**src/rtl/station_nav_ctrl.sv**
```systemverilog
// Mission sequencer: takes GO/STOP commands, drives line-follow enable, halts on
// destination barcode match, and runs the arrival buzzer and the mission timeout.
//
// state     | meaning
// ----------+------------------------------------------------------------
// ST_IDLE   | stopped; IDs consumed and discarded, timeout counter held at 0
// ST_MOVING | line following toward dest; timeout counter running
module station_nav_ctrl #(
   parameter int TO_W     = 24,
   parameter int BUZZ_CYC = 50
) (
   input  logic       clk,
   input  logic       rst_n,
   input  logic       cmd_rdy,
   input  logic [7:0] cmd,
   output logic       clr_cmd_rdy,
   input  logic       ID_vld,
   input  logic [7:0] ID,
   output logic       clr_ID_vld,
   output logic       go,
   output logic       arrived,
   output logic       buzz,
   output logic       timeout,
   output logic       bad_cmd,
   output logic [5:0] dest
);

   localparam int BZ_W = $clog2(BUZZ_CYC + 1);
   localparam logic [TO_W-1:0] TO_MAX  = '1;
   localparam logic [BZ_W-1:0] BZ_LOAD = BZ_W'(BUZZ_CYC - 1);

   typedef enum logic {ST_IDLE, ST_MOVING} state_t;

   state_t            state_q, state_d;
   logic [TO_W-1:0]   to_cnt_q, to_cnt_d;
   logic [BZ_W-1:0]   buzz_cnt_q, buzz_cnt_d;
   logic              go_q, go_d;
   logic              arrived_q, arrived_d;
   logic              buzz_q, buzz_d;
   logic              timeout_q, timeout_d;
   logic              bad_cmd_q, bad_cmd_d;
   logic [5:0]        dest_q, dest_d;
   logic              clr_cmd_q, clr_id_q;
   logic              cmd_take, id_take, id_match, buzz_start;
   logic              unused_id_hi;

   // The registered clear masks the flag during its own clear cycle.
   assign cmd_take     = cmd_rdy & ~clr_cmd_q;
   assign id_take      = ID_vld & ~clr_id_q;
   assign id_match     = id_take && (ID[5:0] == dest_q);
   assign unused_id_hi = ^ID[7:6];

   always_comb begin
      state_d    = state_q;
      to_cnt_d   = to_cnt_q;
      go_d       = go_q;
      dest_d     = dest_q;
      timeout_d  = timeout_q;
      arrived_d  = 1'b0;
      bad_cmd_d  = 1'b0;
      buzz_start = 1'b0;
      case (state_q)
         ST_IDLE: begin
            to_cnt_d = '0;
            if (cmd_take) begin
               unique case (cmd[7:6])
                  2'b01: begin
                     dest_d    = cmd[5:0];
                     go_d      = 1'b1;
                     timeout_d = 1'b0;
                     state_d   = ST_MOVING;
                  end
                  2'b00:   ;
                  default: bad_cmd_d = 1'b1;
               endcase
            end
         end
         ST_MOVING: begin
            to_cnt_d = (to_cnt_q == TO_MAX) ? to_cnt_q : to_cnt_q + 1'b1;
            if (cmd_take) begin
               unique case (cmd[7:6])
                  2'b01: begin
                     dest_d   = cmd[5:0];
                     to_cnt_d = '0;
                  end
                  2'b00: begin
                     go_d     = 1'b0;
                     to_cnt_d = '0;
                     state_d  = ST_IDLE;
                  end
                  default: bad_cmd_d = 1'b1;
               endcase
            end else if (id_match) begin
               go_d       = 1'b0;
               arrived_d  = 1'b1;
               buzz_start = 1'b1;
               to_cnt_d   = '0;
               state_d    = ST_IDLE;
            end else if (id_take) begin
               to_cnt_d = '0;
            end else if (to_cnt_q == TO_MAX) begin
               go_d      = 1'b0;
               timeout_d = 1'b1;
               to_cnt_d  = '0;
               state_d   = ST_IDLE;
            end
         end
         default: state_d = ST_IDLE;
      endcase
   end

   // Buzzer: load on arrival (restarting any run in progress), count down to 0.
   always_comb begin
      buzz_cnt_d = buzz_cnt_q;
      buzz_d     = 1'b0;
      if (buzz_start) begin
         buzz_cnt_d = BZ_LOAD;
         buzz_d     = 1'b1;
      end else if (buzz_cnt_q != '0) begin
         buzz_cnt_d = buzz_cnt_q - 1'b1;
         buzz_d     = 1'b1;
      end
   end

   always_ff @(posedge clk) begin
      if (!rst_n) begin
         state_q    <= ST_IDLE;
         to_cnt_q   <= '0;
         buzz_cnt_q <= '0;
         go_q       <= 1'b0;
         arrived_q  <= 1'b0;
         buzz_q     <= 1'b0;
         timeout_q  <= 1'b0;
         bad_cmd_q  <= 1'b0;
         dest_q     <= '0;
         clr_cmd_q  <= 1'b0;
         clr_id_q   <= 1'b0;
      end else begin
         state_q    <= state_d;
         to_cnt_q   <= to_cnt_d;
         buzz_cnt_q <= buzz_cnt_d;
         go_q       <= go_d;
         arrived_q  <= arrived_d;
         buzz_q     <= buzz_d;
         timeout_q  <= timeout_d;
         bad_cmd_q  <= bad_cmd_d;
         dest_q     <= dest_d;
         clr_cmd_q  <= cmd_take;
         clr_id_q   <= id_take;
      end
   end

   assign clr_cmd_rdy = clr_cmd_q;
   assign clr_ID_vld  = clr_id_q;
   assign go          = go_q;
   assign arrived     = arrived_q;
   assign buzz        = buzz_q;
   assign timeout     = timeout_q;
   assign bad_cmd     = bad_cmd_q;
   assign dest        = dest_q;

endmodule

```
**config.mk**
```make
export PLATFORM = sky130hd
export DESIGN_NAME = station_nav_ctrl
export DESIGN_NICKNAME = d
export VERILOG_FILES = /design/src/rtl/station_nav_ctrl.sv
export SDC_FILE = /design/constraint.sdc
export NUM_CORES = 1
export LEC_CHECK = 0
export BUFFER_PORTS_ARGS = -buffer_cell sky130_fd_sc_hd__buf_4
export CORE_MARGIN = 2
export CORE_UTILIZATION = 60
export CTS_CLUSTER_DIAMETER = 120
export CTS_CLUSTER_SIZE = 25
export DETAILED_ROUTE_END_ITERATION = 6
export PLACE_DENSITY_LB_ADDON = 0.2
export SLEW_MARGIN = 40
export SYNTH_ARGS = -nofsm -noshare
export SYNTH_HDL_FRONTEND = slang
export SYNTH_SLANG_ARGS = --single-unit
```
**constraint.sdc**
```tcl
create_clock -name clk -period 4.67 [get_ports clk]
set_input_delay 0.934 -clock clk [delete_from_list [all_inputs] [get_ports clk]]
set_output_delay 0.934 -clock clk [all_outputs]
set_load 0.03 [all_outputs]
```
==> reports/qor.txt <==
RePlAce Congestion: 0.900
Hold Violations, Final: 0
Num CTS Buffers: 5
Slew @ Worst Pin: 721 ps
synthesized area: 2130 um^2
Startpoint Class: flop
status: completed
Highest Clock Rate: 455 MHz
fin nets: 298
final setup violation count: 0
Setup Buffers After CTS: 0
register bit total from synthesis: 44
initial antenna violation count: 0
count of pins over their slew limit: 0
CTS tree: built
Final min period: 2200 ps
drt drc: 0
Peak VDD IR: 0.000285 V
DIE WIDTH: 63.5 um
Hold Startpoint: timeout
Critical Path Slowest Stage Cell: and4_1
FF-to-FF End: to_cnt_q[20]
Fin Clk Skew: 12.8 ps
Longest Clk Path Bufs: 2
detailed-route wire length: 3990 um
vias per cell: 5.59
Final period util: 47.1%
ANT nets after route: 0
hold depth: 2
core area: 3360 um^2
IO Port Bufs: 30
crit-path max FO: 22
post-CTS sizing: 0
row cnt: 21
setup TNS: 0 ps
Pwr Density: 324 nW/um^2
Area Overhead vs Synth: 14.9%
DR iter-0 viols: 99
top-level port count: 33
CP Data Arrival Time: 2440 ps
Max Cap Violations: 0
FF-to-FF Start: to_cnt_q[12]
syn_nets: 268
Die ar.: 4040 um^2
Clk pin slew, worst setup/hold paths: 130 ps
GR Overflow Total: 0
Worst Setup Path Type: flop to flop
Synth Warn #: 0
die height: 63.5 um
Post-Place Cells: 314
Initial Utilization: 63.2%
RSZ-0062 raised after global routing: no
fraction of layout cells with a size suffix above 1: 15.6%
Post-Syn Area per Cell: 8.68 um^2
Layout Utilization: 72.7%
crit-path cells: and3_1 > and4_1 > a21boi_1 > o21ai_4 > nor2_1
most frequent cells in the layout: dfxtp_1 (44), nor2_1 (38), buf_4 (30), xnor2_1 (22), nand2_1 (16)
type of the most critical hold path: flop to flop
largest net degree at the start of global routing: 23
Antenna diodes: 0
Slew headroom: 51.8%
max incr delay on CP: 560 ps
gr usage total: 21.8%
Cell variety after synth: 41
crit end category: flop
most common cell after layout, fill and taps aside: dfxtp_1
Cell Count, Final, Fillers Out: 322
WL/cell: 12.4 um
Worst EP required: 4910 ps
Root Driver: clkbuf_4
sequential cell area fraction in the yosys report: 41.4%
R2R setup slack: 2470 ps
Hold-fix buffers, CTS: 0
CTS sink count: 44
Initial DRT Pass Iterations: 4
Reg2Reg Depth: 5
vias in the first global route: 1637
H-tree Lvls: 2
Skew-Pair Late Insertion Delay: 360 ps
global-route wire length before repair: 6960 um
Synth Instances: 245
hold endpoint: timeout
Leak: 0.864 nW
routed via count: 1799
HPWL after detailed placement: 2960 um
==> routing by layer <==
metal / vias up / track usage, % / routed length [um]
met2: 44 / 35.3 / 1910
met5: - / 0 / 0
met4: 0 / 9.78 / 71
li1: 927 / - / -
met3: 7 / 6.25 / 176
met1: 821 / 26.9 / 1830
==> sequential cells by signal (all words and copies together), names as in the netlist <==
signal	count
arrived	1
dest	6
timeout	1
clr_ID_vld	1
buzz	1
go	1
state_q	1
buzz_cnt_q	6
bad_cmd	1
to_cnt_q	24
clr_cmd_rdy	1
==> power by group <==
group	internal, W	switching, W
clock network	0.0000744	0.000117
registers	0.000408	0.0000211
logic	0.0000826	0.0000895
total	0.000565	0.000228
==> logic make-up after synthesis <==
kind of cell | after synthesis | share of synthesized area (%)
multiplexers | 7 | 3.29
adder cells (fa/ha/maj) | 3 | 1.76
AND/OR/NAND/NOR | 112 | 27.6
flip-flops | 44 | 41.4
buffers and inverters | 14 | 2.76
XOR/XNOR | 28 | 11.5
AO/OA/AOI/OAI | 37 | 11.6
==> area by class of cell <==
type	count	area, um^2
Multi-Input combinational cell	187	1190
Inverter	7	26.3
Clock buffer	8	58.8
Tap cell	46	57.6
Sequential cell	44	881
Fill cell	281	920
Timing Repair Buffer	30	225
==> worst max-delay path by stage <==
stage	cells after the start	endpoint	slack, ps	startpoint
5_1_grt	6	to_cnt_q[20]	2240	to_cnt_q[0]
3_5_place_dp	6	buzz_cnt_q[5]	2220	ID_vld
2_1_floorplan	6	buzz_cnt_q[4]	2660	cmd_rdy
3_3_place_gp	6	to_cnt_q[16]	2090	ID_vld
4_1_cts	6	to_cnt_q[20]	2450	to_cnt_q[0]
6_report	5	to_cnt_q[20]	2470	to_cnt_q[12]
==> worst max-delay path: cells and delay by family, from the launching register on <==
family	cells	cell delay, ps
AOI/OAI and AO/OA	2	680
and+or+nand+nor	3	960
DFF	1	430
==> synthesized netlist by cell type (all sizes together) <==
| cell | instances | area (um^2) |
|---|---|---|
| a2111oi | 1 | 8.76 |
| a211oi | 5 | 52.6 |
| a21boi | 2 | 15.0 |
| a21oi | 12 | 60.1 |
| a22o | 1 | 8.76 |
| a311oi | 1 | 8.76 |
| and2 | 5 | 31.3 |
| and3 | 6 | 37.5 |
| and4 | 5 | 43.8 |
| and4bb | 1 | 12.5 |
| buf | 5 | 25.0 |
| clkbuf | 2 | 7.51 |
| clkinv | 1 | 3.75 |
| dfxtp | 44 | 881 |
| ha | 3 | 37.5 |
| inv | 6 | 22.5 |
| mux2i | 7 | 70.1 |
| nand2 | 16 | 60.1 |
| nand2b | 2 | 12.5 |
| nand3 | 8 | 40.0 |
| nand4 | 12 | 81.3 |
| nor2 | 38 | 143 |
| nor2b | 3 | 18.8 |
| nor3 | 5 | 25.0 |
| nor3b | 1 | 7.51 |
| nor4 | 2 | 18.8 |
| o211ai | 2 | 15.0 |
| o21a | 2 | 15.0 |
| o21ai | 9 | 48.8 |
| o22ai | 1 | 6.26 |
| o31ai | 1 | 7.51 |
| or3 | 6 | 37.5 |
| or4 | 2 | 18.8 |
| xnor2 | 22 | 193 |
| xor2 | 6 | 52.6 |
==> metrics by stage <==
stage	area [um^2]	setup WS [ps]	power (W)	hold WS, ps
after floorplan	2130	2660	0.000566	452
after global placement	2380	2090	0.000606	458
after detailed placement	2380	2220	0.000608	465
after CTS	2440	2450	0.000800	487
after global routing	2440	2240	0.000837	517
final	2440	2470	0.000792	489
No activity file was read; power rests on OpenSTA's default activity.
